===== src/rtl/rx_ocp_pkg.sv =====
// rx_ocp_pkg: encodings shared by the Rx TLP-to-OCP translator and the Rx
// header/data FSM. It holds the OCP MCmd values, the ocp_reg_ctl slice
// steering codes, the translator state set and the TLP header field positions
// within a 64-bit Rx beat. Beat layout: DW0 is in [31:0] and DW1 in [63:32].
package rx_ocp_pkg;

  typedef enum logic [2:0] {
    MCMD_IDLE = 3'd0,
    MCMD_WR   = 3'd1,
    MCMD_RD   = 3'd2
  } mcmd_e;

  typedef enum logic [2:0] {
    CTL_IDLE  = 3'd0,
    CTL_H1    = 3'd1,
    CTL_H2    = 3'd2,
    CTL_DATA3 = 3'd3,
    CTL_DATA4 = 3'd4
  } reg_ctl_e;

  typedef enum logic [2:0] {
    ST_IDLE,
    ST_HDR,
    ST_RD_REQ,
    ST_WR_STREAM,
    ST_DRAIN
  } xlate_state_e;

  // Field positions within the H1 beat.
  localparam int unsigned FMT_HI  = 30;
  localparam int unsigned FMT_LO  = 29;
  localparam int unsigned TYPE_HI = 28;
  localparam int unsigned TYPE_LO = 24;
  localparam int unsigned LEN_HI  = 9;
  localparam int unsigned LEN_LO  = 0;
  localparam int unsigned FBE_HI  = 35;
  localparam int unsigned FBE_LO  = 32;
  localparam int unsigned LBE_HI  = 39;
  localparam int unsigned LBE_LO  = 36;

  localparam int unsigned BUF_DEPTH = 3;

  // A length field of 0 encodes 1024 DWs.
  function automatic logic [10:0] decode_len(input logic [9:0] f);
    return {(f == 10'd0), f};
  endfunction

endpackage


===== src/rtl/rx_dw_buffer.sv =====
// rx_dw_buffer: 3-entry x 32-bit DW FIFO sitting between the Rx data beats
// and the OCP write stream.
//   clk, reset          : clock, synchronous active-high reset
//   push_cnt            : number of DWs to push this cycle (0..2)
//   push_dw0, push_dw1  : DWs to push, in order
//   pop                 : drop the head entry (ignored when empty)
//   count               : current occupancy
//   count_nxt, head_nxt : occupancy and head entry after this cycle's update,
//                         so the consumer can register its outputs from them
module rx_dw_buffer
  import rx_ocp_pkg::*;
(
  input  logic        clk,
  input  logic        reset,
  input  logic [1:0]  push_cnt,
  input  logic [31:0] push_dw0,
  input  logic [31:0] push_dw1,
  input  logic        pop,
  output logic [1:0]  count,
  output logic [1:0]  count_nxt,
  output logic [31:0] head_nxt
);

  logic [31:0] mem     [BUF_DEPTH];
  logic [31:0] mem_nxt [BUF_DEPTH];
  logic [1:0]  base;
  logic [2:0]  sum;

  // Entry 0 is always the head. A pop shifts everything down one slot, and
  // pushes then land directly above whatever remains.
  always_comb begin
    mem_nxt = mem;
    base    = count;
    if (pop && (count != 2'd0)) begin
      for (int unsigned i = 0; i < BUF_DEPTH - 1; i++) begin
        mem_nxt[i] = mem[i+1];
      end
      base = count - 2'd1;
    end
    for (int unsigned i = 0; i < BUF_DEPTH; i++) begin
      if ((push_cnt != 2'd0) && ({1'b0, base} == 3'(i))) begin
        mem_nxt[i] = push_dw0;
      end
      if ((push_cnt == 2'd2) && (({1'b0, base} + 3'd1) == 3'(i))) begin
        mem_nxt[i] = push_dw1;
      end
    end
    sum       = {1'b0, base} + {1'b0, push_cnt};
    count_nxt = (sum > 3'd3) ? 2'd3 : sum[1:0];
    head_nxt  = mem_nxt[0];
  end

  always_ff @(posedge clk) begin
    if (reset) begin
      count <= '0;
      for (int unsigned i = 0; i < BUF_DEPTH; i++) begin
        mem[i] <= '0;
      end
    end else begin
      count <= count_nxt;
      mem   <= mem_nxt;
    end
  end

endmodule


===== src/rtl/rx_ocp_xlate.sv =====
// rx_ocp_xlate: turns Rx AXI TLP beats, steered by the Rx FSM through
// ocp_reg_ctl, into OCP master requests. A memory read becomes a single
// burst RD. A memory write becomes a stream of single-DW WRs fed through a
// 3-entry DW buffer.
//   rx_clk, rx_reset        : clock, synchronous active-high reset
//   rx_data/keep/valid/last : Rx AXI beat from the PCIe core
//   rx_ready                : AXI ready as driven by the Rx FSM (observed)
//   ocp_reg_ctl             : beat steering (IDLE/H1/H2/DATA3/DATA4)
//   optype                  : {has_data, hdr4dw} of the current TLP
//   ocp_ready               : buffer can take a full 2-DW beat
//   ocp_m*                  : OCP request (all registered)
//   ocp_scmdaccept          : slave accepts the current command
// Optional: define RX_OCP_XLATE_ERR_EN to add the sticky xlate_err output.
// Non-MRd/MWr TLPs then issue no commands and are drained, and an extra DATA
// beat after length DWs also sets xlate_err.
module rx_ocp_xlate
  import rx_ocp_pkg::*;
#(
  parameter int unsigned DATA_WIDTH = 64,
  parameter int unsigned KEEP_WIDTH = 8,
  parameter int unsigned ADDR_WIDTH = 64
) (
  input  logic                  rx_clk,
  input  logic                  rx_reset,
  input  logic [DATA_WIDTH-1:0] rx_data,
  input  logic [KEEP_WIDTH-1:0] rx_keep,
  input  logic                  rx_valid,
  input  logic                  rx_ready,
  input  logic                  rx_last,
  input  logic [2:0]            ocp_reg_ctl,
  output logic [1:0]            optype,
  output logic                  ocp_ready,
  output logic [2:0]            ocp_mcmd,
  output logic [ADDR_WIDTH-1:0] ocp_maddr,
  output logic [31:0]           ocp_mdata,
  output logic [3:0]            ocp_mbyteen,
  output logic [10:0]           ocp_mburstlength,
  input  logic                  ocp_scmdaccept
`ifdef RX_OCP_XLATE_ERR_EN
  ,
  output logic                  xlate_err
`endif
);

  xlate_state_e          state;
  logic [10:0]           length;
  logic [10:0]           issued;
  logic [10:0]           pushed;
  logic [3:0]            first_be;
  logic [3:0]            last_be;
  logic [ADDR_WIDTH-1:0] addr;

  logic                  beat;
  logic                  h1_take;
  logic                  h2_take;
  logic                  data_take;
  logic                  pop;
  logic                  last_pop;
  logic                  wr_next;
  logic [ADDR_WIDTH-1:0] hdr_addr;
  logic [ADDR_WIDTH-1:0] base_addr;
  logic [1:0]            push_cnt;
  logic [31:0]           push_dw0;
  logic [31:0]           push_dw1;
  logic [10:0]           issued_nxt;
  logic [3:0]            be_nxt;
  logic [1:0]            buf_count;
  logic [1:0]            buf_count_nxt;
  logic [31:0]           buf_head_nxt;

  // rx_keep[3:0] is implied by any taken beat. rx_last only matters when
  // draining unsupported TLPs.
  logic unused_inputs;
`ifdef RX_OCP_XLATE_ERR_EN
  assign unused_inputs = ^rx_keep[3:0];
`else
  assign unused_inputs = ^{rx_keep[3:0], rx_last};
`endif

  always_comb begin
    beat      = rx_valid && rx_ready;
    h1_take   = beat && (ocp_reg_ctl == CTL_H1) && (state == ST_IDLE);
    h2_take   = beat && (ocp_reg_ctl == CTL_H2) && (state == ST_HDR);
    data_take = beat && ((ocp_reg_ctl == CTL_DATA3) || (ocp_reg_ctl == CTL_DATA4))
                && (state == ST_WR_STREAM);

    hdr_addr  = optype[0] ? ADDR_WIDTH'({rx_data[31:0], rx_data[63:34], 2'b00})
                          : ADDR_WIDTH'({32'h0, rx_data[31:2], 2'b00});
    // On the H2 beat, addr is still being loaded, so the first write uses
    // the decoded header address directly.
    base_addr = h2_take ? hdr_addr : addr;

    push_cnt = '0;
    push_dw0 = rx_data[31:0];
    push_dw1 = rx_data[63:32];
    if (h2_take && optype[1] && !optype[0]) begin
      // A 3DW write header carries data DW 0 in its upper half.
      push_cnt = 2'd1;
      push_dw0 = rx_data[63:32];
    end else if (data_take && (pushed < length)) begin
      push_cnt = 2'd1;
      if ((rx_keep[7:4] != 4'h0) && ((pushed + 11'd1) < length)) begin
        push_cnt = 2'd2;
      end
    end

    pop        = (state == ST_WR_STREAM) && (ocp_mcmd == MCMD_WR) && ocp_scmdaccept
                 && (buf_count != 2'd0);
    issued_nxt = issued + {10'd0, pop};
    last_pop   = pop && (issued_nxt == length);
    wr_next    = (h2_take && optype[1]) || ((state == ST_WR_STREAM) && !last_pop);

    if (issued_nxt == 11'd0) begin
      be_nxt = first_be;
    end else if ((length > 11'd1) && (issued_nxt == (length - 11'd1))) begin
      be_nxt = last_be;
    end else begin
      be_nxt = 4'hF;
    end
  end

  rx_dw_buffer u_buf (
    .clk       (rx_clk),
    .reset     (rx_reset),
    .push_cnt  (push_cnt),
    .push_dw0  (push_dw0),
    .push_dw1  (push_dw1),
    .pop       (pop),
    .count     (buf_count),
    .count_nxt (buf_count_nxt),
    .head_nxt  (buf_head_nxt)
  );

  always_ff @(posedge rx_clk) begin
    if (rx_reset) begin
      state            <= ST_IDLE;
      optype           <= '0;
      ocp_ready        <= 1'b0;
      ocp_mcmd         <= MCMD_IDLE;
      ocp_maddr        <= '0;
      ocp_mdata        <= '0;
      ocp_mbyteen      <= '0;
      ocp_mburstlength <= '0;
      length           <= '0;
      issued           <= '0;
      pushed           <= '0;
      first_be         <= '0;
      last_be          <= '0;
      addr             <= '0;
`ifdef RX_OCP_XLATE_ERR_EN
      xlate_err        <= 1'b0;
`endif
    end else begin
      pushed <= pushed + {9'd0, push_cnt};
      issued <= issued_nxt;

      // The write command is registered from the buffer's next head, so a DW
      // is presented the cycle after it is pushed and the cycle after the
      // previous one is accepted.
      if (wr_next) begin
        ocp_mcmd         <= (buf_count_nxt != 2'd0) ? MCMD_WR : MCMD_IDLE;
        ocp_maddr        <= base_addr + ADDR_WIDTH'({issued_nxt, 2'b00});
        ocp_mdata        <= buf_head_nxt;
        ocp_mbyteen      <= be_nxt;
        ocp_mburstlength <= 11'd1;
        ocp_ready        <= (buf_count_nxt <= 2'd1);
      end

      case (state)
        ST_IDLE: begin
          if (h1_take) begin
            optype   <= rx_data[FMT_HI:FMT_LO];
            length   <= decode_len(rx_data[LEN_HI:LEN_LO]);
            first_be <= rx_data[FBE_HI:FBE_LO];
            last_be  <= rx_data[LBE_HI:LBE_LO];
            issued   <= '0;
            pushed   <= '0;
`ifdef RX_OCP_XLATE_ERR_EN
            if (rx_data[TYPE_HI:TYPE_LO] != 5'd0) begin
              state     <= ST_DRAIN;
              ocp_ready <= 1'b1;
              xlate_err <= 1'b1;
            end else begin
              state <= ST_HDR;
            end
`else
            state <= ST_HDR;
`endif
          end
        end
        ST_HDR: begin
          if (h2_take) begin
            addr <= hdr_addr;
            if (optype[1]) begin
              state <= ST_WR_STREAM;
            end else begin
              state            <= ST_RD_REQ;
              ocp_mcmd         <= MCMD_RD;
              ocp_maddr        <= hdr_addr;
              ocp_mburstlength <= length;
              ocp_mbyteen      <= first_be;
            end
          end
        end
        ST_RD_REQ: begin
          if (ocp_scmdaccept) begin
            state    <= ST_IDLE;
            ocp_mcmd <= MCMD_IDLE;
          end
        end
        ST_WR_STREAM: begin
`ifdef RX_OCP_XLATE_ERR_EN
          if (data_take && (pushed >= length)) begin
            xlate_err <= 1'b1;
          end
`endif
          if (last_pop) begin
            state     <= ST_IDLE;
            ocp_mcmd  <= MCMD_IDLE;
            ocp_ready <= 1'b0;
          end
        end
`ifdef RX_OCP_XLATE_ERR_EN
        ST_DRAIN: begin
          // Keep ocp_ready high so the Rx FSM can sink the remaining beats.
          if (beat && rx_last) begin
            state     <= ST_IDLE;
            ocp_ready <= 1'b0;
          end
        end
`endif
        default: state <= ST_IDLE;
      endcase
    end
  end

endmodule


===== config.mk =====
export PLATFORM = sky130hd
export DESIGN_NAME = rx_ocp_xlate
export DESIGN_NICKNAME = d
export VERILOG_FILES = /design/src/rtl/rx_ocp_pkg.sv /design/src/rtl/rx_dw_buffer.sv /design/src/rtl/rx_ocp_xlate.sv
export SDC_FILE = /design/constraint.sdc
export NUM_CORES = 1
export LEC_CHECK = 0
export ABC_AREA = 1
export ABC_CLOCK_PERIOD_IN_PS = 6050
export CAP_MARGIN = 20
export CORE_ASPECT_RATIO = 0.8
export CORE_UTILIZATION = 45
export CTS_BUF_LIST = sky130_fd_sc_hd__clkbuf_16
export CTS_CLUSTER_SIZE = 24
export DETAILED_ROUTE_END_ITERATION = 7
export PLACE_DENSITY = 0.7
export SLEW_MARGIN = 20
export SYNTH_ARGS = -nofsm -noshare
export SYNTH_HDL_FRONTEND = slang
export SYNTH_SLANG_ARGS = --single-unit

===== constraint.sdc =====
create_clock -name rx_clk -period 6.05 [get_ports rx_clk]
set_input_delay 1.21 -clock rx_clk [delete_from_list [all_inputs] [get_ports rx_clk]]
set_output_delay 1.21 -clock rx_clk [all_outputs]
set_load 0.005 [all_outputs]

==> Yosys cells after proc, flatten, opt, wreduce, memory -nomap -nowiden <==
Cells that the tools add are included.
W data, S select, Z words.
{ "classes": {"add_sub_neg": 8, "order_cmp": 5, "eq_ne": 19, "n_mux": 49, "n_reduce_logical": 41} }
{ "op_table": {"columns": ["cell", "n"], "rows": [
  ["$mux W64", 7],
  ["$mux W32", 7],
  ["$mux W11", 8],
  ["$add A64 B13 Y64", 1],
  ["$mux W3", 9],
  ["$logic_and A1 B1 Y1", 24],
  ["$mux W4", 6],
  ["$eq A11 B11 Y1", 2],
  ["$lt A11 B11 Y1", 2],
  ["$eq A3 B2 Y1 const B", 5],
  ["$eq A3 B1 Y1 const B", 4],
  ["$pmux W3 S4", 1],
  ["$add A11 B1 Y11", 1],
  ["$add A11 B1 Y11 const B", 1],
  ["$add A11 B2 Y11", 1],
  ["$gt A11 B1 Y1 const B", 1],
  ["$logic_not A11 Y1", 1],
  ["$sub A11 B1 Y11 const B", 1],
  ["$logic_not A10 Y1", 1],
  ["$mux W2", 5],
  ["$pmux W3 S3", 1],
  ["$ne A2 B2 Y1 const B", 4],
  ["$reduce_bool A2 Y1", 4],
  ["$logic_not A3 Y1", 2],
  ["other kinds (16)", 23]
]} }
{ "totals": {"ff_bits": 323, "out_inout_bits": 117} }

==> Logic depth before layout (Yosys ltp) <==
Gate-level depths: netlist (run 1).
{ "depth": {"depth_word": 16, "mapped_depth": 30, "mapped_depth_nobuf": 27} }

==> Hierarchy <==
A second synthesis (run 1) with hierarchy kept.
{ "unflattened": {"hier_cells": 3276, "area_unflattened_um2": 20012.9} }
{ "modules_own_cells": {"columns": ["mod", "instances", "cells_per_inst", "area_each_um2", "seq_area_each_um2"], "rows": [
  ["rx_ocp_xlate", 1, 2276, 13968.4, 4484.3],
  ["rx_dw_buffer", 1, 1000, 6044.5, 1961.9]
]} }

==> Worst setup path after synthesis (run 1) <==
Ideal clock, no wire load.
{ "synth_timing": {"kind": "input-to-reg", "startpoint": "input port ocp_scmdaccept", "endpoint": "register ocp_maddr[47]", "setup_ns": 0.117, "arrival_ns": 4.806, "required_ns": 5.933, "setup_slack_ns": 1.127, "path_stages": 25, "path_buffers": 4, "path_cell_list": "nand2_1 -> nor2_1 -> and2_1 -> buf_4 -> clkbuf_1 -> clkbuf_1 -> ha_1 -> ha_1 -> nand3_1 -> xor2_1 -> inv_1 -> ha_1 -> inv_1 -> o21ai_0 -> a21oi_1 -> nand2_1 -> nand4_1 -> nand2_1 -> nand2_1 -> nand2_1 -> buf_2 -> nand2_1 -> xor2_1 -> a21oi_1 -> nor2_1"} }
{ "synth_via": {"elab_chain_cells": 12} }
{ "synth_lines": {"columns": ["item", "line_no", "text"], "rows": [
  ["start: declaration", "rx_ocp_xlate.sv:38", "input logic ocp_scmdaccept"],
  ["$logic_and A1 B1 Y1 *", "rx_ocp_xlate.sv:107", "pop = (state == ST_WR_STREAM) && (ocp_mcmd == MCMD_WR) && ocp_scmdaccept"],
  ["$logic_and A1 B1 Y1 *", "rx_ocp_xlate.sv:108", "&& (buf_count != 2'd0);"],
  ["branches (longest 6 deep; another with $add A64 B13 Y64)", null, null],
  ["$mux W64 *", "rx_ocp_xlate.sv:160", "if (wr_next) begin"],
  ["$mux W64", "rx_ocp_xlate.sv:194", "if (optype[1]) begin"],
  ["$mux W64", "rx_ocp_xlate.sv:192", "if (h2_take) begin"],
  ["$mux W64 *", "rx_ocp_xlate.sv:169", "case (state)"],
  ["end signal: assignment", "rx_ocp_xlate.sv:162", "ocp_maddr <= base_addr + ADDR_WIDTH'({issued_nxt, 2'b00});"],
  ["end signal: assignment", "rx_ocp_xlate.sv:199", "ocp_maddr <= hdr_addr;"],
  ["end: declaration", "rx_ocp_xlate.sv:34", "output logic [ADDR_WIDTH-1:0] ocp_maddr,"]
]} }
Every way passes the cells marked *.
A chain may end at the register's enable or synchronous reset.

==> Final worst setup path (run 1) <==
{ "layout_timing": {"startpoint": "input port ocp_scmdaccept", "endpoint": "register ocp_mcmd[0]"} }
{ "layout_via": {"elab_chain_cells": 13} }
{ "layout_lines": {"columns": ["item", "line_no", "text"], "rows": [
  ["branches (longest 12 deep; another with $add A11 B1 Y11)", null, null],
  ["$pmux W3 S3 *", "rx_ocp_xlate.sv:169", null],
  ["end signal: assignment", "rx_ocp_xlate.sv:161", "ocp_mcmd <= (buf_count_nxt != 2'd0) ? MCMD_WR : MCMD_IDLE;"],
  ["end: declaration", "rx_ocp_xlate.sv:33", "output logic [2:0] ocp_mcmd,"]
]} }
Marked as above.

==> results of run 1 <==
-- kinds of logic after synthesis --
group | after synthesis
AND/OR/NAND/NOR | 1542
AO/OA/AOI/OAI | 574
buffers and inverters | 535
flip-flops | 322
adder cells (fa/ha/maj) | 42
XOR/XNOR | 39
multiplexers | 6
-- final cells by class --
cell class              instances  area [um2]  share of cell area (%)
diodes                          1        2.50                  0.0109
clock buffers                  39         976                    4.23
clock inverters                26         277                    1.20
inverters                     363        1370                    5.92
multi-input cells            2203       11000                    47.7
flip-flops and latches        322        6450                    28.0
well taps                     552         691                    3.00
repair buffers                236        2310                    10.0
-- state kept, by name, summed over array words and instances (netlist names), 2 cells and up --
register and count:
addr 64, first_be 4, issued 11, last_be 4
length 11, ocp_maddr 64, ocp_mburstlength 11, ocp_mbyteen 4
ocp_mcmd 3, ocp_mdata 32, optype 2, pushed 11
state 2, u_buf.count 2, u_buf.mem 96
-- power by group --
part | switching (W) | leakage, nW | total, W | internal, W
clock | 0.000978 | 0.631 | 0.00240 | 0.00142
sequential | 0.0000120 | 2.59 | 0.00214 | 0.00213
combinational | 0.000220 | 6.73 | 0.000323 | 0.000104
-- critical path: stages --
cell and delay, ns:
clkdlybuf4s50_1 0.51, nand2_1 0.08, nor2_1 0.07, and2_2 0.18, ha_1 0.25, ha_1 0.35
nand3_1 0.18, inv_1 0.13, nand2_1 0.07, nand2_1 0.06, nand2_1 0.15, xor2_1 0.19
nand3_1 0.09, nor2_1 0.05, nand2_2 0.12, nand2_4 0.23, nand2_4 0.14, buf_4 0.70
nand3_1 0.39, o21ai_0 0.17, nor3_1 0.06
-- worst max-delay path by stage --
stage                               from                        to  cells past startpoint
final                     ocp_scmdaccept    ocp_mcmd[0]$_SDFF_PP0_                     21
after global routing      ocp_scmdaccept  ocp_maddr[51]$_SDFF_PP0_                     24
after CTS                 ocp_scmdaccept    ocp_mcmd[0]$_SDFF_PP0_                     21
after detailed placement  ocp_scmdaccept    ocp_mcmd[0]$_SDFF_PP0_                     21
after global placement    ocp_scmdaccept    ocp_mcmd[0]$_SDFF_PP0_                     21
after floorplan           ocp_scmdaccept  ocp_maddr[47]$_SDFF_PP0_                     25
-- synthesized netlist by cell type, types with 4 or more instances --
cell and number:
a211oi_1 13, o21a_1 8, o211ai_1 37, nor2_4 7
nor4_1 5, o21ai_4 6, dfxtp_1 322, o21bai_1 4
clkbuf_1 101, buf_6 13, ha_1 39, a31oi_1 49
inv_1 339, o21ai_2 14, o21ai_0 213, buf_1 17
buf_2 36, a21oi_1 197, o21ai_1 28, or2_0 20
mux2i_1 6, or2_2 48, nand4_1 60, and2_1 6
clkinv_1 6, inv_2 18, xnor2_1 5, nor3_1 17
buf_4 4, nor2_1 327, nor2_2 17, xor2_1 33
nand2_2 13, nand3_1 286, nand2_1 712, nand3b_1 12
-- stage by stage --
step                utilization [%]  setup slack, ns
floorplan                         -             1.13
global placement               51.4            0.563
detailed placement             51.4            0.514
CTS                            54.4             1.11
global route                   54.4            0.726
finish                         54.4             1.03
-- routing by layer --
metal / share of wire, % / routed length (um) / vias up / global-route usage [%]
met3: 8.7 / 6760 / 164 / 5.64
li1: - / - / 10100 / -
met5: 0.014 / 11 / - / 0
met1: 43 / 33600 / 9921 / 46.2
met4: 4.3 / 3310 / 2 / 15.1
met2: 44 / 33700 / 999 / 53.2
==> flow_results.org, run 1 <==
** STA
- Actual transition at the worst max-transition pin :: around 1.1 ns
- Headroom to the max-slew limit came out at 23.4%.
- Setup violations remaining at the end of the flow were counted as 0.
- The max-slew violation count was 0.
- For the finished layout, the period the worst path requires is 5.02 ns.
- Across all hold checks on the routed design, the worst slack comes to 0.439 ns.
- Final clock period utilization by the worst path :: 83.0%
- For the final database, setup skew stands at 0.0118 ns.
- Max Fclk :: 199 MHz
- Setup repair after global routing left no endpoint under its margin.
- Setup_tns :: 0 ns
- The total count of hold-check failures in the final report was 0.

** Synthesis
- XOR/XNOR Fraction of Synth Area :: roughly 1.8%
- Leading cell types by total area after synthesis :: dfxtp_1 33%, nand2_1 14%, nand3_1 7.3%, inv_1 6.5%, nor2_1 6.3%
- Post-Synth Simple-Gate Area :: 34.6%
- Netlist Area Pre-Place :: 19600 um2
- By area, the combinational part of the netlist is dominated by simple AND/OR/NAND/NOR gates.
- Per-instance average area after synthesis :: 6.40 um2
- Mapped Cells :: 3060
- Synth Area in Adders :: 2.80%
- Synth Area in Compound Gates :: 16.4%
- In the synthesized netlist the dominant register cell turns out to be dfxtp_1.
- After synthesis the netlist holds a flip-flop and latch count of roughly 320.
- Portion of synthesized cell area occupied by the leading cell type :: 32.9%
- Post-synth EDFFs :: 0
- Synthesis instantiated 51 different standard cells from the library.
- The portion of synthesized area spent on multiplexers is less than 1%.
- Of all flip-flops after synthesis, the portion carrying an async set or reset was 0%.
- For this run, the register share of the synthesized area comes to between 30% and 40%.
- Cell taking the most area after synthesis :: dfxtp_1
- Yosys printed 0 warnings.
- When the netlist entered floorplanning its net count stood at about 3.2k.

** Min path
- Classification of the worst-slack hold path :: reg -> reg
- Worst Hold Path EP :: addr[1]$_SDFFE_PP0P_
- Cell depth of the worst min-delay path :: 2
- Hold path start :: addr[1]$_SDFFE_PP0P_

** Clock network
- The clock tree synthesis step divided the H-tree into 2 levels.
- Buffer count from post-CTS setup fixing :: 0
- CTS tree :: yes
- Num CTS Buffers :: 38
- Post-cts repair resize count :: 0
- Hold repair after CTS inserted 0 buffers.
- Clock-pin transition on the worst setup and hold timing paths :: 0.06 ns
- The tree is rooted in a clkbuf_16.
- Clock latency on the worst-skew pair, taken at its later pin, is 0.57 ns.
- Number of clock sinks seen by CTS :: 322
- The clock passes through at most 3 buffers.

** Finish
- The post-route netlist has 7.68% of its cells at a drive strength greater than 1.
- Final instance count without filler cells :: 3742
- The layout has roughly 4.2k filler cells.
- From synthesis to final layout, the design area changed by 17.7%.
- Most frequent cells in the layout :: 710 x nand2_1, 340 x inv_1, 325 x nor2_1
- At the end of the flow, the number of nets in the layout was roughly 3.3k.
- After routing the design area is 23100 um2.
- Leading cell type in the layout, fill and taps excluded :: nand2_1

** Drt
- Final ANT Viol Nets :: 0
- 1st-iter DRT viols :: 2093
- Via/cell ratio :: 5.67
- The pre-antenna-repair detailed-routing pass consisted of 6 iterations.
- Number of remaining DRC errors :: 0
- After detailed routing, the average wire length per cell comes to around 21 um.
- The final layout contains routed wiring with a total length of roughly 77000 um.
- Via count :: 21.2k

** Global route
- Entering global routing, the biggest net connects 157 pins.
- Global-route wire length before repair :: ~120000 um
- Total gr overflow :: 0
- Global routing consumed, over all layers together, 34.1% of the routing resources.
- The number of antenna violations at the first check in global routing came to 2.
- Vias in the first global route :: between 15k and 20k

** Critical path
- Data arrives at the worst endpoint at between 5 and 6 ns.
- In this run the critical register-to-register path is launched from state[0]$_SDFFE_PP0P_.
- Endpoint of the worst register-to-register path :: ocp_maddr[43]$_SDFF_PP0_
- Setup crit start kind :: input port
- Type of element capturing the critical path :: register
- Measured in cells, the most critical reg-to-reg path has a length of 22.
- Along the worst path, the maximum fanout reaches 80.
- Worst setup path class :: in -> reg
- CP Data Required Time :: between 6 and 7 ns
- FF-to-FF setup slack :: 1.48 ns

** Placement
- Number of placed instances with taps included :: 3676
- Placed instance area :: 21800 um2
- During placement, the flow inserted port buffers numbering between 150 and 200.
- At the end of routability-driven placement, the weighted congestion stood at around 0.99.
- Half-perimeter wire length of the detailed placement result :: 55900 um

** Floorplanning
- During I/O placement, the number of pins put on the boundary was 198.
- Once the floorplan was initialized, standard cells occupied 46.2% of the core.
- Core region area :: 42400 um2
- Area enclosed by the die boundary :: 44400 um2
- The initialized floorplan defines 67 standard-cell rows.
- X dimension of the die :: 235 um
- In this run the vertical extent of the chip is 189 um.

** Pwr
- Summing internal, switching and leakage power gives between 0.004 and 0.005 W.
- Across the VDD grid, the largest voltage drop is 0.166 mV.
- Power density normalized to cell area :: 211 nW/um2
- For this design the static power due to leakage is 9.96 nW.

** Flow run
- Number of violations of the max-capacitance limit :: 0

** Status
- Outcome :: completed
(Power assumes the default switching activity.)
==> inputs of run 2 (changes only) <==
Settings changed: ABC_CLOCK_PERIOD_IN_PS 6050 to 4520, PLACE_DENSITY 0.7 to 0.73.
Clock period 6.05 ns to 4.52 ns, I/O delays scaled along.
==> run 2 against run 1 <==
Compared with the run above: clock power grew 28%; clock skew grew 0.0074 ns; combinational power grew 38%; worst setup slack lost 0.80 ns; critical path depth fell by 2; sequential cell count is the same; first-iteration DRC count up 13%; cell area grew 2.9%; sequential share of layout area down 0.78 points; routed wire length fell by 3.8%; cell count is 2.2% higher; sequential power up 34%.
==> flow_results.org, run 2 (synthesized netlist as in run 1, its figures left out) <==
** Finish
- The largest registers in the layout are u_buf.mem x96, addr x64, ocp_maddr x64.
- Most frequent cells in the layout :: 710 x nand2_1, 345 x inv_1, 325 x nor2_1
- Inserted Diodes :: 0
- Largest reg by FF count :: u_buf.mem
- Compared with the post-synthesis result, the final layout area differs by 21.0%.
- Proportion of layout cells with a drive suffix above 1 :: 9.84%
- Leaving out fill and tap cells, the most frequent cell in the layout is nand2_1.
- # nets final :: roughly 3.4k
- The register with the most flip-flops in the layout has 96 of them.

** Drt
- 1st-iter DRT viols :: 2373
- The routed layout has 21.5k vias.
- Final ANT Viol Nets :: 0
- Routed length per placed instance :: just under 20 um
- For this run, design rule violations remaining after detail routing come to 0.
- The final layout contains routed wiring with a total length of roughly 74000 um.
- In the routed layout, each cell is associated on average with a via count of ~5.6.
- The first TritonRoute pass finished after 6 iterations.

** Critical path
- Worst path bufs/invs :: 4
- STA classifies the critical path startpoint as a register.
- Walking the worst path, the cells encountered are ha_1 -> inv_1 -> nor2_1 -> nand2_1 -> xor2_1 -> ha_1 -> a21oi_1 -> nor2_1 -> nor2_1 -> nand2_1 -> a311oi_1 -> and2_2 -> buf_4 -> nand2_1 -> buf_12 -> o21ai_0 -> nand3_1 -> nand2_1 -> inv_1.
- Largest stage delay, worst path :: 0.58 ns
- The worst setup path is of the reg -> reg kind.
- Critical path's top delay family :: simple AND/OR/NAND/NOR gates
- Data arrives at the worst endpoint at around 4.7 ns.
- Type of element capturing the critical path :: register
- At the worst endpoint, the required time is slightly below 5 ns.
- The cell that appears most often on the critical path is nand2_1.
- Crit-path max FO :: 65
- The slowest stage of the critical path belongs to the cell buf_4.

** Pwr
- Worst IR Drop VDD :: approximately 0.28 mV
- Dividing total power by cell area gives a power density of approximately 270 nW/um2.
- Combinational logic burns 7.0% of the power.
- Summed over all nets, the switching power comes to 0.00159 W.
- Flop pwr share :: 44.8%
- Leakage :: 10.4 nW
- Net switching is 24.9% of the power.
- Internal cell power :: 0.00480 W
- Clk network pwr share :: 48.2%

** STA
- The total count of hold-check failures in the final report came to 0.
- Setup repair after global routing left no endpoint under its margin.
- For this run, the top clock speed supported by timing is 233 MHz.
- For the pin with the worst max-slew slack, the measured transition is 1.01 ns.
- Final Max Slew Viols :: 0
- Measured against its own limit, the worst slew margin works out to 31.7%.
- Final clock period utilization by the worst path :: 94.9%
- Final setup margin :: approximately 0.23 ns
- Adding up every negative setup slack in the final design gives 0 ns.
- Clk_skew :: approximately 0.019 ns
- Number of failing setup endpoints in the final timing report :: 0
- Final Critical Period :: 4.29 ns

** Clock network
- TritonCTS created 37 clock buffers.
- Number of clock sinks seen by CTS :: 322
- CTS tree :: yes
- Buffer count from post-CTS setup fixing :: 0
- Root cell of the clock tree :: clkbuf_16
- The H-tree was split into 2 levels.
- The longest clock path from root to sink contains 3 buffers.
- The clock reaches the later pin of the worst-skew pair after between 0.5 and 0.6 ns.
- Number of hold buffers added after cts :: 0
- Clock-pin transition on the worst setup and hold timing paths :: 0.06 ns

** Floorplanning
- For this configuration, the core starts out at a cell density of a little under half.
- Row generation in the floorplan step produced 67 rows.
- X dimension of the die :: 235 um
- Die H :: 189 um
- Number of top-level pins :: 198
- Core region area :: about 42000 um2
- The die covers between 40000 and 50000 um2.

** Global route
- For this run the aggregate overflow at the end of global routing stands at 0.
- The first global-routing pass estimated 115000 um of wire.
- The number of global-route vias before repair is roughly 20k.
- Number of antenna violations at the first check in global routing :: 1
- Entering global routing, the biggest net connects 157 pins.
- Global routing usage summed across all routing layers :: around 33%

** Placement
- Summed over all nets, the half-perimeter wirelength after detailed placement is 54000 um.
- At the placement stage, the worst setup path has a slack of -0.161 ns.
- Buffers added on ports :: roughly 190
- The congestion estimate from routability-driven global placement came to around 1.1.

** Status
- The flow ran to the end, and the final reports show no timing, DRC or antenna violations.

** Flow run
- Number of violations of the max-capacitance limit :: 0

** Min path
- Classification of the worst-slack hold path :: reg -> reg
-- run 2: cell count changes in the layout (fill, tap and decap cells not counted), moves of 2 or more --
cell,before,now
bufinv_16,6,4
buf_4,40,116
clkinv_2,9,2
clkinvlp_4,0,2
clkinv_1,12,15
inv_1,340,345
buf_12,5,11
clkinv_4,0,2
-- run 2: area by class of cell --
class	instances	area (um2)
Timing Repair Buffer	318	3000
Clock buffer	39	976
Multi-Input combinational cell	2203	11000
Clock inverter	28	235
Inverter	363	1370
Tap cell	552	691
Sequential cell	322	6450
Fill cell	4115	18700
-- run 2: layer usage --
layer	GRT usage (%)	up-vias	routed length [um]
met1	45.7	10000	32500
met3	4.85	156	6500
met4	13.6	0	3110
li1	-	10300	-
met5	0	-	0
met2	51.0	1003	32300
-- run 2: worst register-to-register path, cell delays in order, from the launching register on --
cell and delay [ns]:
dfxtp_1 0.49, ha_1 0.33, inv_1 0.06, nor2_1 0.16, nand2_1 0.09, xor2_1 0.16
ha_1 0.31, a21oi_1 0.20, nor2_1 0.06, nor2_1 0.13, nand2_1 0.07, a311oi_1 0.43
and2_2 0.28, buf_4 0.59, nand2_1 0.22, buf_12 0.26, o21ai_0 0.13, nand3_1 0.11
nand2_1 0.07, inv_1 0.05
-- run 2: what timing repair did --
action,in CTS,in global routing
resized for setup,0,1
endpoints found under the hold margin,0,0
setup endpoints to repair,0,1
-- run 2: power groups by stage --
stage | clock, W | combinational, W | sequential [W]
after floorplan | 0 | 0.000198 | 0.00292
after global placement | 0 | 0.000431 | 0.00293
after detailed placement | 0 | 0.000434 | 0.00293
after CTS | 0.00311 | 0.000437 | 0.00286
after global routing | 0.00325 | 0.000473 | 0.00286
final | 0.00308 | 0.000447 | 0.00287
-- run 2: final timing paths --
path,from,endpoint,slack (ns),depth (start not counted)
worst min register to register,addr[1]$_SDFFE_PP0P_,addr[1]$_SDFFE_PP0P_,0.44,2
worst min-delay path,addr[1]$_SDFFE_PP0P_,addr[1]$_SDFFE_PP0P_,0.44,2
worst max-delay path,pushed[1]$_SDFF_PP0_,u_buf.mem[42]$_SDFFE_PP0P_,0.23,19
worst max register to register,pushed[1]$_SDFF_PP0_,u_buf.mem[42]$_SDFFE_PP0P_,0.23,19
-- run 2: metrics by stage --
step	cell area [um2]	std cells	total power, W	hold slack, ns	util [%]
after floorplan	19600	3060	0.00312	0.420	-
after global placement	22500	3758	0.00336	0.426	53.0
after detailed placement	22500	3758	0.00336	0.430	53.0
after CTS	23700	3825	0.00642	0.439	55.9
after global routing	23700	3825	0.00659	0.471	55.9
final	23700	3825	0.00639	0.439	55.9
